$ cat config.mk
export PLATFORM = sky130hd
export DESIGN_NAME = payload_aligner_arb
export DESIGN_NICKNAME = d
export VERILOG_FILES = /design/src/rtl/payload_aligner_pkg.sv /design/src/rtl/rr_arbiter.sv /design/src/rtl/payload_aligner_arb.sv
export SDC_FILE = /design/constraint.sdc
export NUM_CORES = 1
export LEC_CHECK = 0
export CAP_MARGIN = 10
export CORE_AREA = 2 2 149 151
export CTS_BUF_LIST = sky130_fd_sc_hd__clkbuf_2 sky130_fd_sc_hd__clkbuf_4 sky130_fd_sc_hd__clkbuf_8
export DETAILED_ROUTE_END_ITERATION = 6
export DIE_AREA = 0 0 151 153
export PLACE_DENSITY_LB_ADDON = 0.05
export SYNTH_ARGS = -nofsm -noshare
export SYNTH_HDL_FRONTEND = slang
export SYNTH_HIERARCHICAL = 1
export SYNTH_SLANG_ARGS = --single-unit
$ cat constraint.sdc
create_clock -name clk -period 3.05 [get_ports clk]
set_clock_uncertainty 0.05 [all_clocks]
set_input_delay 0.61 -clock clk [delete_from_list [all_inputs] [get_ports clk]]
set_output_delay 0.61 -clock clk [all_outputs]
set_load 0.01 [all_outputs]
$ cat src/rtl/payload_aligner_pkg.sv
// Shared types and constants for the payload aligner and its input arbiter.
package payload_aligner_pkg;

    localparam int unsigned packet_width_bytes = 8;

    typedef enum logic [1:0] {
        ARB_IDLE,
        ARB_PKT,
        ARB_GAP
    } arb_state_e;

endpackage

$ cat src/rtl/rr_arbiter.sv
// Combinational round-robin pick: first eligible index at or after the pointer, wrapping.
module rr_arbiter #(
    parameter int unsigned NUM_REQ = 4,
    parameter int unsigned PTR_W   = 2
) (
    input  logic [NUM_REQ-1:0] eligible,
    input  logic [PTR_W-1:0]   pointer,
    output logic [PTR_W-1:0]   grant,
    output logic               any_grant
);

    localparam int unsigned IW = PTR_W + 1;

    // Scan from the pointer upward; the first hit wins.
    always_comb begin
        logic [IW-1:0] idx;
        grant     = '0;
        any_grant = 1'b0;
        idx       = '0;
        for (int unsigned k = 0; k < NUM_REQ; k++) begin
            idx = {1'b0, pointer} + IW'(k);
            if (idx >= IW'(NUM_REQ)) begin
                idx = idx - IW'(NUM_REQ);
            end
            if (!any_grant && eligible[idx[PTR_W-1:0]]) begin
                grant     = idx[PTR_W-1:0];
                any_grant = 1'b1;
            end
        end
    end

endmodule

$ cat src/rtl/payload_aligner_arb.sv
// Packet-level round-robin arbiter feeding one payload aligner from NUM_REQ beat sources.
module payload_aligner_arb
    import payload_aligner_pkg::*;
#(
    parameter int unsigned NUM_REQ    = 4,
    parameter int unsigned BEAT_BYTES = packet_width_bytes,
    parameter int unsigned MIN_GAP    = 2,
    parameter int unsigned TIMEOUT    = 64
) (
    input  logic                              clk,
    input  logic                              rst_n,
    input  logic [NUM_REQ-1:0]                req_valid,
    input  logic [NUM_REQ*BEAT_BYTES*8-1:0]   req_data,
    input  logic [NUM_REQ*BEAT_BYTES-1:0]     req_byte_enable,
    input  logic [NUM_REQ-1:0]                req_sop,
    input  logic [NUM_REQ-1:0]                req_eop,
    output logic [NUM_REQ-1:0]                req_ready,
    output logic                              out_valid,
    output logic [BEAT_BYTES*8-1:0]           out_data,
    output logic [BEAT_BYTES-1:0]             out_byte_enable,
    output logic                              out_sop,
    output logic                              out_eop,
    output logic [$clog2(NUM_REQ)-1:0]        out_src,
    output logic                              err_timeout,
    output logic                              err_sop,
    output logic                              stray_drop
);

    localparam int unsigned DW         = BEAT_BYTES * 8;
    localparam int unsigned PTR_W      = $clog2(NUM_REQ);
    localparam int unsigned GAP_W      = (MIN_GAP > 1) ? $clog2(MIN_GAP) : 1;
    localparam int unsigned GAP_LAST   = (MIN_GAP > 0) ? MIN_GAP - 1 : 0;
    localparam int unsigned STALL_W    = (TIMEOUT > 1) ? $clog2(TIMEOUT) : 1;
    localparam int unsigned STALL_LAST = TIMEOUT - 1;
    localparam arb_state_e  AFTER_PKT  = (MIN_GAP == 0) ? ARB_IDLE : ARB_GAP;

    arb_state_e           state;
    logic [PTR_W-1:0]     grant;
    logic [PTR_W-1:0]     rr_ptr;
    logic [GAP_W-1:0]     gap_cnt;
    logic [STALL_W-1:0]   stall_cnt;
    logic                 first_done;

    logic [DW-1:0]         data_arr [NUM_REQ];
    logic [BEAT_BYTES-1:0] be_arr   [NUM_REQ];

    logic [NUM_REQ-1:0]   eligible_c;
    logic [NUM_REQ-1:0]   owned_c;
    logic [NUM_REQ-1:0]   stray_vec_c;
    logic [PTR_W-1:0]     arb_grant_c;
    logic                 arb_any_c;
    logic                 cur_valid_c;
    logic                 cur_sop_c;
    logic                 cur_eop_c;
    logic                 early_sop_c;
    logic                 accept_c;
    logic                 stall_hit_c;

    // Unflatten per-source beat payloads.
    always_comb begin
        for (int unsigned i = 0; i < NUM_REQ; i++) begin
            data_arr[i] = req_data[i*DW +: DW];
            be_arr[i]   = req_byte_enable[i*BEAT_BYTES +: BEAT_BYTES];
        end
    end

    rr_arbiter #(
        .NUM_REQ (NUM_REQ),
        .PTR_W   (PTR_W)
    ) u_rr_arbiter (
        .eligible  (eligible_c),
        .pointer   (rr_ptr),
        .grant     (arb_grant_c),
        .any_grant (arb_any_c)
    );

    // Accept/drop decisions and per-source ready for the current cycle.
    always_comb begin
        eligible_c = req_valid & req_sop;
        owned_c    = '0;
        if (state == ARB_PKT) begin
            owned_c[grant] = 1'b1;
        end
        cur_valid_c = req_valid[grant];
        cur_sop_c   = req_sop[grant];
        cur_eop_c   = req_eop[grant];
        early_sop_c = (state == ARB_PKT) && first_done && cur_valid_c && cur_sop_c;
        accept_c    = (state == ARB_PKT) && cur_valid_c && !early_sop_c;
        stall_hit_c = (state == ARB_PKT) && !cur_valid_c
                      && (stall_cnt == STALL_W'(STALL_LAST));
        stray_vec_c = req_valid & ~req_sop & ~owned_c;
        req_ready   = '0;
        if (rst_n) begin
            req_ready = stray_vec_c | (owned_c & {NUM_REQ{!early_sop_c}});
        end
    end

    // Arbitration FSM, counters and registered output stage.
    always_ff @(posedge clk or negedge rst_n) begin
        if (!rst_n) begin
            state           <= ARB_IDLE;
            grant           <= '0;
            rr_ptr          <= '0;
            gap_cnt         <= '0;
            stall_cnt       <= '0;
            first_done      <= 1'b0;
            out_valid       <= 1'b0;
            out_data        <= '0;
            out_byte_enable <= '0;
            out_sop         <= 1'b0;
            out_eop         <= 1'b0;
            out_src         <= '0;
            err_timeout     <= 1'b0;
            err_sop         <= 1'b0;
            stray_drop      <= 1'b0;
        end else begin
            out_valid       <= 1'b0;
            out_data        <= '0;
            out_byte_enable <= '0;
            out_sop         <= 1'b0;
            out_eop         <= 1'b0;
            err_timeout     <= 1'b0;
            err_sop         <= 1'b0;
            stray_drop      <= |stray_vec_c;
            case (state)
                ARB_IDLE: begin
                    if (arb_any_c) begin
                        grant      <= arb_grant_c;
                        rr_ptr     <= (arb_grant_c == PTR_W'(NUM_REQ - 1)) ? '0
                                      : arb_grant_c + PTR_W'(1);
                        stall_cnt  <= '0;
                        first_done <= 1'b0;
                        state      <= ARB_PKT;
                    end
                end
                ARB_PKT: begin
                    if (accept_c) begin
                        out_valid       <= 1'b1;
                        out_data        <= data_arr[grant];
                        out_byte_enable <= be_arr[grant];
                        out_sop         <= cur_sop_c;
                        out_eop         <= cur_eop_c;
                        out_src         <= grant;
                        stall_cnt       <= '0;
                        first_done      <= 1'b1;
                        if (cur_eop_c) begin
                            gap_cnt <= '0;
                            state   <= AFTER_PKT;
                        end
                    end else if (early_sop_c || stall_hit_c) begin
                        out_valid   <= 1'b1;
                        out_eop     <= 1'b1;
                        out_src     <= grant;
                        err_sop     <= early_sop_c;
                        err_timeout <= stall_hit_c;
                        gap_cnt     <= '0;
                        state       <= AFTER_PKT;
                    end else if (!cur_valid_c) begin
                        stall_cnt <= stall_cnt + STALL_W'(1);
                    end
                end
                ARB_GAP: begin
                    if (gap_cnt == GAP_W'(GAP_LAST)) begin
                        gap_cnt <= '0;
                        state   <= ARB_IDLE;
                    end else begin
                        gap_cnt <= gap_cnt + GAP_W'(1);
                    end
                end
                default: state <= ARB_IDLE;
            endcase
        end
    end

endmodule

==> metrics.txt, run 1 <==
# TYPE chip_impl_metric gauge
chip_impl_info{name="synth_area_leader_cell",value="sky130_fd_sc_hd__dfrtp_1"} 1
chip_impl_metric{name="initial_core_util",unit=""} 0.253
chip_impl_metric{name="critical_path_s_largest_stage_delay",unit="ns"} 0.45
chip_impl_metric{name="cts.sinks",unit=""} 94
chip_impl_metric{name="die_y",unit="µm"} 153
chip_impl_metric{name="holdPathStages",unit=""} 2
chip_impl_metric{name="swShare",unit=""} 0.348
chip_impl_metric{name="die-area",unit="µm²"} 23100
chip_impl_info{name="worst-setup-path-type",value="primary input to output port"} 1
chip_impl_metric{name="track_usage",unit=""} 0.190
chip_impl_metric{name="antenna_violating_nets_post_route",unit=""} 0
chip_impl_metric{name="power-per-cell-area",unit="nW/µm²"} 647
chip_impl_metric{name="finalSetupTns",unit="ns"} 0
chip_impl_metric{name="htreeDepth",unit=""} 3
chip_impl_info{name="commonest_non_fill_non_tap_cell_in_the_layout",value="sky130_fd_sc_hd__clkdlybuf4s50_1"} 1
chip_impl_metric{name="synth.top_cell.area_share",unit=""} 0.432
chip_impl_metric{name="clk_transition_reported_paths",unit="ns"} 0.09
chip_impl_metric{name="grt_max_degree",unit=""} 75
chip_impl_metric{name="timing.fmax",unit="MHz"} 346
chip_impl_metric{name="clockBufferDepth",unit=""} 2
chip_impl_metric{name="num_vias",unit=""} 4997
chip_impl_metric{name="final.hold.worst_slack",unit="ns"} 0.444
chip_impl_metric{name="via_per_inst",unit=""} 4.67
chip_impl_metric{name="seq_area_frac_synth",unit=""} 0.432
chip_impl_info{name="cts_tree",value="built"} 1
chip_impl_metric{name="boundaryPins",unit=""} 386
chip_impl_metric{name="intPower",unit="mW"} 4.18
chip_impl_metric{name="p_sw",unit="mW"} 2.23
chip_impl_metric{name="grt_pass1_wl",unit="µm"} 32200
chip_impl_metric{name="syn_avg_cell_area",unit="µm²"} 13.7
chip_impl_metric{name="grt_antenna_before_repair",unit=""} 3
chip_impl_metric{name="report.final.setup_viol",unit=""} 0
chip_impl_info{name="cp-startpoint",value="req_sop[2]"} 1
chip_impl_metric{name="cp_max_fo",unit=""} 3
chip_impl_metric{name="power.sequential.fraction",unit=""} 0.284
chip_impl_metric{name="max_slew.worst_pin.slew",unit="ns"} 0.736
chip_impl_metric{name="timing.reg2reg.setup_slack",unit="ns"} 0.71
chip_impl_metric{name="synth.net_count",unit=""} 704
chip_impl_metric{name="synthToLayoutAreaGrowth",unit="%"} 82.0
chip_impl_info{name="status",value="complete, no violations"} 1
chip_impl_metric{name="gate_power_share",unit=""} 0.579
chip_impl_metric{name="cts-buffers-inserted",unit=""} 9
chip_impl_metric{name="drt_wl_total",unit="µm"} 22400
chip_impl_metric{name="detail_route.wl_per_cell",unit="µm"} 20.9
chip_impl_info{name="slowest_library_cell_on_the_worst_path",value="sky130_fd_sc_hd__clkdlybuf4s50_1"} 1
chip_impl_info{name="endpoint_kind",value="output port"} 1
chip_impl_info{name="crit_path_start_kind",value="primary input"} 1
chip_impl_metric{name="final_hold_viol_count",unit=""} 0
chip_impl_info{name="worst_setup_path_endpoint",value="req_ready[3]"} 1
chip_impl_metric{name="power.clock.fraction",unit=""} 0.137
chip_impl_metric{name="syn_inst",unit=""} 397
chip_impl_metric{name="timing_max_transition_violations_final",unit=""} 0
chip_impl_metric{name="finalCritPeriodShare",unit=""} 0.949
chip_impl_metric{name="floorplan.die.width",unit="µm"} 151
chip_impl_metric{name="place.detailed.hpwl",unit="µm"} 18000
chip_impl_metric{name="finalNetCount",unit=""} 1092
chip_impl_metric{name="reg2regPathDepth",unit=""} 6
chip_impl_metric{name="final_period_minus_worst_setup_slack",unit="ns"} 2.89
chip_impl_metric{name="drive_above_1_share",unit=""} 0.165
chip_impl_metric{name="post_synth_num_cell_types",unit=""} 45
chip_impl_metric{name="finalWeightedCongestion",unit=""} 0.849
chip_impl_metric{name="mappedNetlistArea",unit="µm²"} 5450
chip_impl_info{name="synth_top_cells_by_area",value="sky130_fd_sc_hd__dfrtp_1 43%, sky130_fd_sc_hd__mux4_2 31%, sky130_fd_sc_hd__and2_1 9.1%"} 1
chip_impl_metric{name="grt_pass1_vias",unit=""} 5311
chip_impl_info{name="layout_common_cells",value="380 x sky130_fd_sc_hd__clkdlybuf4s50_1, 92 x sky130_fd_sc_hd__dfrtp_1, 79 x sky130_fd_sc_hd__and2_1, 74 x sky130_fd_sc_hd__mux4_2, 20 x sky130_fd_sc_hd__buf_4"} 1
chip_impl_info{name="crit-reg2reg-launch",value="grant[0]"} 1
chip_impl_metric{name="global_route.overflow_total",unit=""} 0
chip_impl_metric{name="placementRows",unit=""} 54
chip_impl_info{name="holdCritPathClass",value="register to register"} 1
chip_impl_info{name="critical_path_cell_list",value="clkdlybuf4s50_1, mux2_4, a22o_1, a21oi_1, a21oi_1, nor2b_1, dlygate4sd2_1"} 1
chip_impl_info{name="crit-reg2reg-capture",value="state[0]"} 1
chip_impl_metric{name="filler_cell_count",unit=""} 1968
chip_impl_metric{name="power_leakage",unit="nW"} 3.93
chip_impl_metric{name="drt_pass1_iterations",unit=""} 5
chip_impl_metric{name="remaining_drc_errors",unit=""} 0
chip_impl_metric{name="synth-seq-cells",unit=""} 94
chip_impl_metric{name="clock_insertion_delay_worst_skew",unit="ns"} 0.38
chip_impl_metric{name="yosysWarningCount",unit=""} 6
chip_impl_info{name="critical_path.most_common_cell",value="sky130_fd_sc_hd__a21oi_1"} 1
chip_impl_metric{name="maxCapViolCount",unit=""} 0
chip_impl_metric{name="irDropWorstVdd",unit="mV"} 0.306
chip_impl_metric{name="core_area",unit="µm²"} 21500
chip_impl_metric{name="drt_first_iter_violations",unit=""} 247
chip_impl_metric{name="data_required_time_at_the_worst_endpoint",unit="ns"} 2.39
chip_impl_info{name="setup_repair_after_global_routing_missed_its_margin",value="no"} 1
chip_impl_metric{name="port_buffers",unit=""} 385
chip_impl_metric{name="worst_case_headroom_to_the_max_slew_limit",unit=""} 0.510
chip_impl_info{name="cts.root.buffer_cell",value="sky130_fd_sc_hd__clkbuf_8"} 1
chip_impl_metric{name="cp.arrival",unit="ns"} 2.23
[cells in the mapped netlist, drive strengths merged]
master and number:
dfrtp 94, and2 79, mux4 74, buf 17
nand2 14, clkbuf 12, a21oi 11, inv 11
o21ai 10, mux2 9, nand3 9, nor2 9
nand2b 6, nor2b 6, ha 5, mux2i 4
a221o 2, a32o 2, nand4 2, o2111ai 2
o21a 2, o31ai 2, a211o 1, a21boi 1
a22o 1, a22oi 1, a32oi 1, nand4b 1
nor3 1, o211a 1, o221ai 1, o22a 1
o22ai 1, o31a 1, or2 1, or3 1
or4 1
[worst min-delay path by stage]
stage	from	endpoint	slack, ns
floorplan	rst_n	err_sop	0.26
global placement	rst_n	rr_ptr[1]	0.38
detailed placement	rst_n	rr_ptr[1]	0.38
CTS	out_src[0]	out_src[0]	0.45
global route	out_src[0]	out_src[0]	0.49
finish	out_src[0]	out_src[0]	0.44
[critical path, delay by kind of cell]
kind | cells | cell delay (ns)
buf+inv | 2 | 0.74
mux | 1 | 0.31
compound gates | 3 | 0.44
simple gates | 1 | 0.13
[through the flow]
stage               total power [mW]  area [µm²]  setup slack [ns]  utilization  std cells
finish                          6.41        9910             0.156        0.461       1071
floorplan                       3.88        5450             0.665            -        397
detailed placement              5.63        9690            -0.220        0.451       1053
global placement                5.60        9690            -0.175        0.451       1053
global route                    6.82        9910            0.0257        0.461       1070
CTS                             6.54        9910             0.114        0.461       1070
[state kept, by name (all words and copies together), names as in the netlist]
signal and flops:
err_timeout 1, out_eop 1, stray_drop 1, out_data 64
state 2, stall_cnt 6, out_src 2, gap_cnt 1
grant 2, first_done 1, out_sop 1, out_valid 1
out_byte_enable 8, rr_ptr 2, err_sop 1
[layout make-up]
cell class / count / area, µm² / area share
clock buffers: 10 / 138 / 0.0139
diodes: 1 / 2.50 / 0.000252
multi-input cells: 263 / 2940 / 0.296
inverters: 11 / 41.3 / 0.00417
clock inverters: 6 / 68.8 / 0.00694
well taps: 280 / 350 / 0.0353
flip-flops and latches: 94 / 2360 / 0.238
repair buffers: 406 / 4020 / 0.405
[logic make-up (layout without fill, tap and decap cells)]
family	count (synthesis)	after routing	synth area share
AOI/OAI and AO/OA	41	41	0.0542
adders and majority gates	5	5	0.0115
buffers and inverters	40	433	0.0322
DFF	94	94	0.432
muxes	87	87	0.332
other	0	1	0
and+or+nand+nor	130	130	0.138
[power by group through the flow]
stage | registers [mW] | logic [mW] | clock network [mW]
after CTS | 1.82 | 3.79 | 0.923
after global placement | 1.84 | 3.76 | 0
after global routing | 1.86 | 4.01 | 0.955
after floorplan | 1.99 | 1.89 | 0
final | 1.82 | 3.71 | 0.877
after detailed placement | 1.85 | 3.78 | 0
[per-layer routing]
layer	part of all wire	wire, µm	GRT usage	vias to the layer above
met5	0.0011	24	0	-
met4	0.029	638	0.0636	4
met3	0.092	2050	0.0603	37
met2	0.53	12000	0.350	230
met1	0.34	7700	0.202	2461
li1	-	-	-	2265
[repair_timing]
item | CTS | global route
setup buffers | 0 | 0
gates cloned | 0 | 0
hold buffers | 1 | 0
pin swaps | 0 | 2
endpoints found under the setup margin | 4 | 1
hold endpoints to repair | 2 | 0
resized for setup | 6 | 3
Note: power is estimated with default switching activity, not from simulation.
==> run 2: changes to the inputs <==
Settings changed: CORE_AREA 2 2 149 151 to 2 2 148 150, DIE_AREA 0 0 151 153 to 0 0 150 152.
Clock period 3.05 ns to 2.49 ns, I/O delays scaled along.
==> run 2 against run 1 <==
Net effect: the run now ends with negative setup slack left; combinational power grew 29%; flip-flop and latch count did not move; die area decreased by 1.3%; cell count up 2.5%; clock-buffer cell count increased by 1; non-clock buffer count is 26 higher; sequential share of layout area shrank 0.49 points; wire length grew 1.3%; register-to-register slack got worse by 0.55 ns; critical path depth stayed put; clock power increased by 11%; power up 25%; largest cell class unchanged.
==> metrics.txt, run 2 (synthesis results as in run 1) <==
# TYPE chip_impl_metric gauge
chip_impl_info{name="crit_path_start_kind",value="primary input"} 1
chip_impl_metric{name="port_buffers",unit=""} 385
chip_impl_metric{name="clock_insertion_delay_worst_skew",unit="ns"} 0.36
chip_impl_metric{name="place.detailed.hpwl",unit="µm"} 18600
chip_impl_info{name="crit-reg2reg-launch",value="grant[0]"} 1
chip_impl_metric{name="drt_first_iter_violations",unit=""} 220
chip_impl_metric{name="worst_case_headroom_to_the_max_slew_limit",unit=""} 0.365
chip_impl_metric{name="final_design_area_no_fill",unit="µm²"} 10100
chip_impl_metric{name="drt_pass1_iterations",unit=""} 4
chip_impl_metric{name="grt_pass1_wl",unit="µm"} 33300
chip_impl_metric{name="antenna_violating_nets_post_route",unit=""} 0
chip_impl_metric{name="synthToLayoutAreaGrowth",unit="%"} 85.9
chip_impl_metric{name="track_usage",unit=""} 0.195
chip_impl_metric{name="detail_route.wl_per_cell",unit="µm"} 20.6
chip_impl_metric{name="finalNetCount",unit=""} 1118
chip_impl_metric{name="grt_antenna_before_repair",unit=""} 2
chip_impl_metric{name="final.setup.worst_slack",unit="ns"} -0.0615
chip_impl_info{name="layout_common_cells",value="379 x sky130_fd_sc_hd__clkdlybuf4s50_1, 92 x sky130_fd_sc_hd__dfrtp_1, 78 x sky130_fd_sc_hd__and2_1, 74 x sky130_fd_sc_hd__mux4_2, 43 x sky130_fd_sc_hd__buf_4"} 1
chip_impl_info{name="worst-setup-path-type",value="primary input to output port"} 1
chip_impl_metric{name="htreeDepth",unit=""} 3
chip_impl_metric{name="finalSetupTns",unit="ns"} -0.110
chip_impl_metric{name="remaining_drc_errors",unit=""} 0
chip_impl_metric{name="timing.reg2reg.setup_slack",unit="ns"} 0.16
chip_impl_metric{name="power_leakage",unit="nW"} 4.06
chip_impl_metric{name="placedCellCount",unit=""} 1074
chip_impl_info{name="endpoint_kind",value="output port"} 1
chip_impl_metric{name="max_slew.worst_pin.slew",unit="ns"} 0.953
chip_impl_metric{name="die-area",unit="µm²"} 22800
chip_impl_metric{name="final_hold_viol_count",unit=""} 0
chip_impl_metric{name="grt_pass1_vias",unit=""} 5515
chip_impl_metric{name="final-instance-count-excl-fill",unit=""} 1098
chip_impl_metric{name="final_period_minus_worst_setup_slack",unit="ns"} 2.55
chip_impl_metric{name="maxCapViolCount",unit=""} 0
chip_impl_info{name="registers_with_the_most_flip_flops",value="out_data x64, out_byte_enable x8, stall_cnt x6"} 1
chip_impl_metric{name="finalCritPeriodShare",unit=""} 1.02
chip_impl_metric{name="final_util",unit=""} 0.474
chip_impl_info{name="cts.root.buffer_cell",value="sky130_fd_sc_hd__clkbuf_8"} 1
chip_impl_metric{name="clk_transition_reported_paths",unit="ns"} 0.10
chip_impl_metric{name="drt_wl_total",unit="µm"} 22700
chip_impl_info{name="setup_repair_after_global_routing_missed_its_margin",value="yes"} 1
chip_impl_metric{name="die_y",unit="µm"} 152
chip_impl_metric{name="cp.arrival",unit="ns"} 2.00
chip_impl_metric{name="drive_above_1_share",unit=""} 0.200
chip_impl_metric{name="largest_reg_flops",unit=""} 64
chip_impl_metric{name="placementRows",unit=""} 54
chip_impl_metric{name="multi_input_area",unit="µm²"} 2950
chip_impl_info{name="holdCritPathClass",value="register to register"} 1
chip_impl_metric{name="floorplan.die.width",unit="µm"} 150
chip_impl_info{name="failed_checks",value="negative setup slack"} 1
chip_impl_metric{name="grt_max_degree",unit=""} 73
chip_impl_metric{name="irDropWorstVdd",unit="mV"} 0.617
chip_impl_info{name="timing.hold.worst.start",value="gap_cnt"} 1
chip_impl_metric{name="finalWeightedCongestion",unit=""} 0.846
chip_impl_info{name="largest-register",value="out_data"} 1
chip_impl_metric{name="data_required_time_at_the_worst_endpoint",unit="ns"} 1.94
chip_impl_metric{name="filler_cell_count",unit=""} 2001
chip_impl_metric{name="regArea",unit="µm²"} 2360
chip_impl_info{name="commonest_non_fill_non_tap_cell_in_the_layout",value="sky130_fd_sc_hd__clkdlybuf4s50_1"} 1
chip_impl_metric{name="cts.sinks",unit=""} 94
chip_impl_metric{name="core_area",unit="µm²"} 21400
chip_impl_metric{name="initial_core_util",unit=""} 0.255
chip_impl_metric{name="power-per-cell-area",unit="nW/µm²"} 788
chip_impl_metric{name="report.final.setup_viol",unit=""} 3
chip_impl_metric{name="global_route.overflow_total",unit=""} 0
chip_impl_metric{name="timing_max_transition_violations_final",unit=""} 0
chip_impl_metric{name="cp_max_fo",unit=""} 3
chip_impl_metric{name="detailed_place.area",unit="µm²"} 9860
chip_impl_info{name="cp-startpoint",value="req_sop[3]"} 1
chip_impl_info{name="cts_tree",value="built"} 1
chip_impl_metric{name="num_vias",unit=""} 5062
chip_impl_metric{name="via_per_inst",unit=""} 4.61
chip_impl_metric{name="cts-buffers-inserted",unit=""} 9
chip_impl_info{name="status",value="finished, violations left"} 1
chip_impl_metric{name="boundaryPins",unit=""} 386
chip_impl_metric{name="timing.fmax",unit="MHz"} 392
chip_impl_metric{name="clockBufferDepth",unit=""} 2
## run 2: power breakdown
group | total, mW | leakage (nW) | internal, mW | switching [mW]
Combinational | 4.79 | 2.70 | 2.76 | 2.02
Sequential | 2.22 | 1.27 | 2.02 | 0.197
Clock | 0.974 | 0.0913 | 0.416 | 0.558
Total | 7.98 | 4.06 | 5.20 | 2.78
## run 2: through the flow
step / total power, mW / worst slack, ns / hold WS, ns
finish: 7.98 / -0.0615 / 0.447
detailed placement: 7.06 / -0.585 / 0.297
floorplan: 4.76 / 0.294 / 0.152
global route: 8.54 / -0.142 / 0.474
global placement: 7.00 / -0.546 / 0.295
CTS: 8.12 / -0.114 / 0.449
## run 2: critical path, cell delays in order
cell and delay (ns):
sky130_fd_sc_hd__clkdlybuf4s50_1 0.43, sky130_fd_sc_hd__mux2_4 0.29, sky130_fd_sc_hd__a22oi_2 0.21, sky130_fd_sc_hd__nor2_2 0.07, sky130_fd_sc_hd__o31ai_1 0.21, sky130_fd_sc_hd__and2_1 0.17
sky130_fd_sc_hd__buf_2 0.13
## run 2: final timing paths
| check | depth (start not counted) | endpoint |
|---|---|---|
| max in group asynchronous | 3 | out_data[59] |
| min in group asynchronous | 2 | out_src[1] |
| max | 7 | req_ready[0] |
| min reg2reg | 1 | gap_cnt |
| max reg2reg | 7 | state[0] |
| min | 1 | gap_cnt |
## run 2: final cells by class
cell class / instances / share of cell area
multi-input combinational: 263 / 0.292
tap: 280 / 0.0346
sequential: 94 / 0.233
antenna: 2 / 0.000494
inverter: 11 / 0.00408
clock inverter: 5 / 0.00334
timing repair buffer: 432 / 0.418
clock buffer: 11 / 0.0150
## run 2: per-layer routing
layer | global-route usage | wire (µm)
met1 | 0.215 | 8190
met3 | 0.0420 | 1590
met5 | 0 | 0
met2 | 0.372 | 12600
met4 | 0.0512 | 282
## run 2: timing repair
item | CTS | global route
setup endpoints to repair | 4 | 7
hold buffers | 1 | 0
pin swaps | 6 | 4
resized for setup | 24 | 5
endpoints found under the hold margin | 5 | 0
setup buffers | 3 | 2
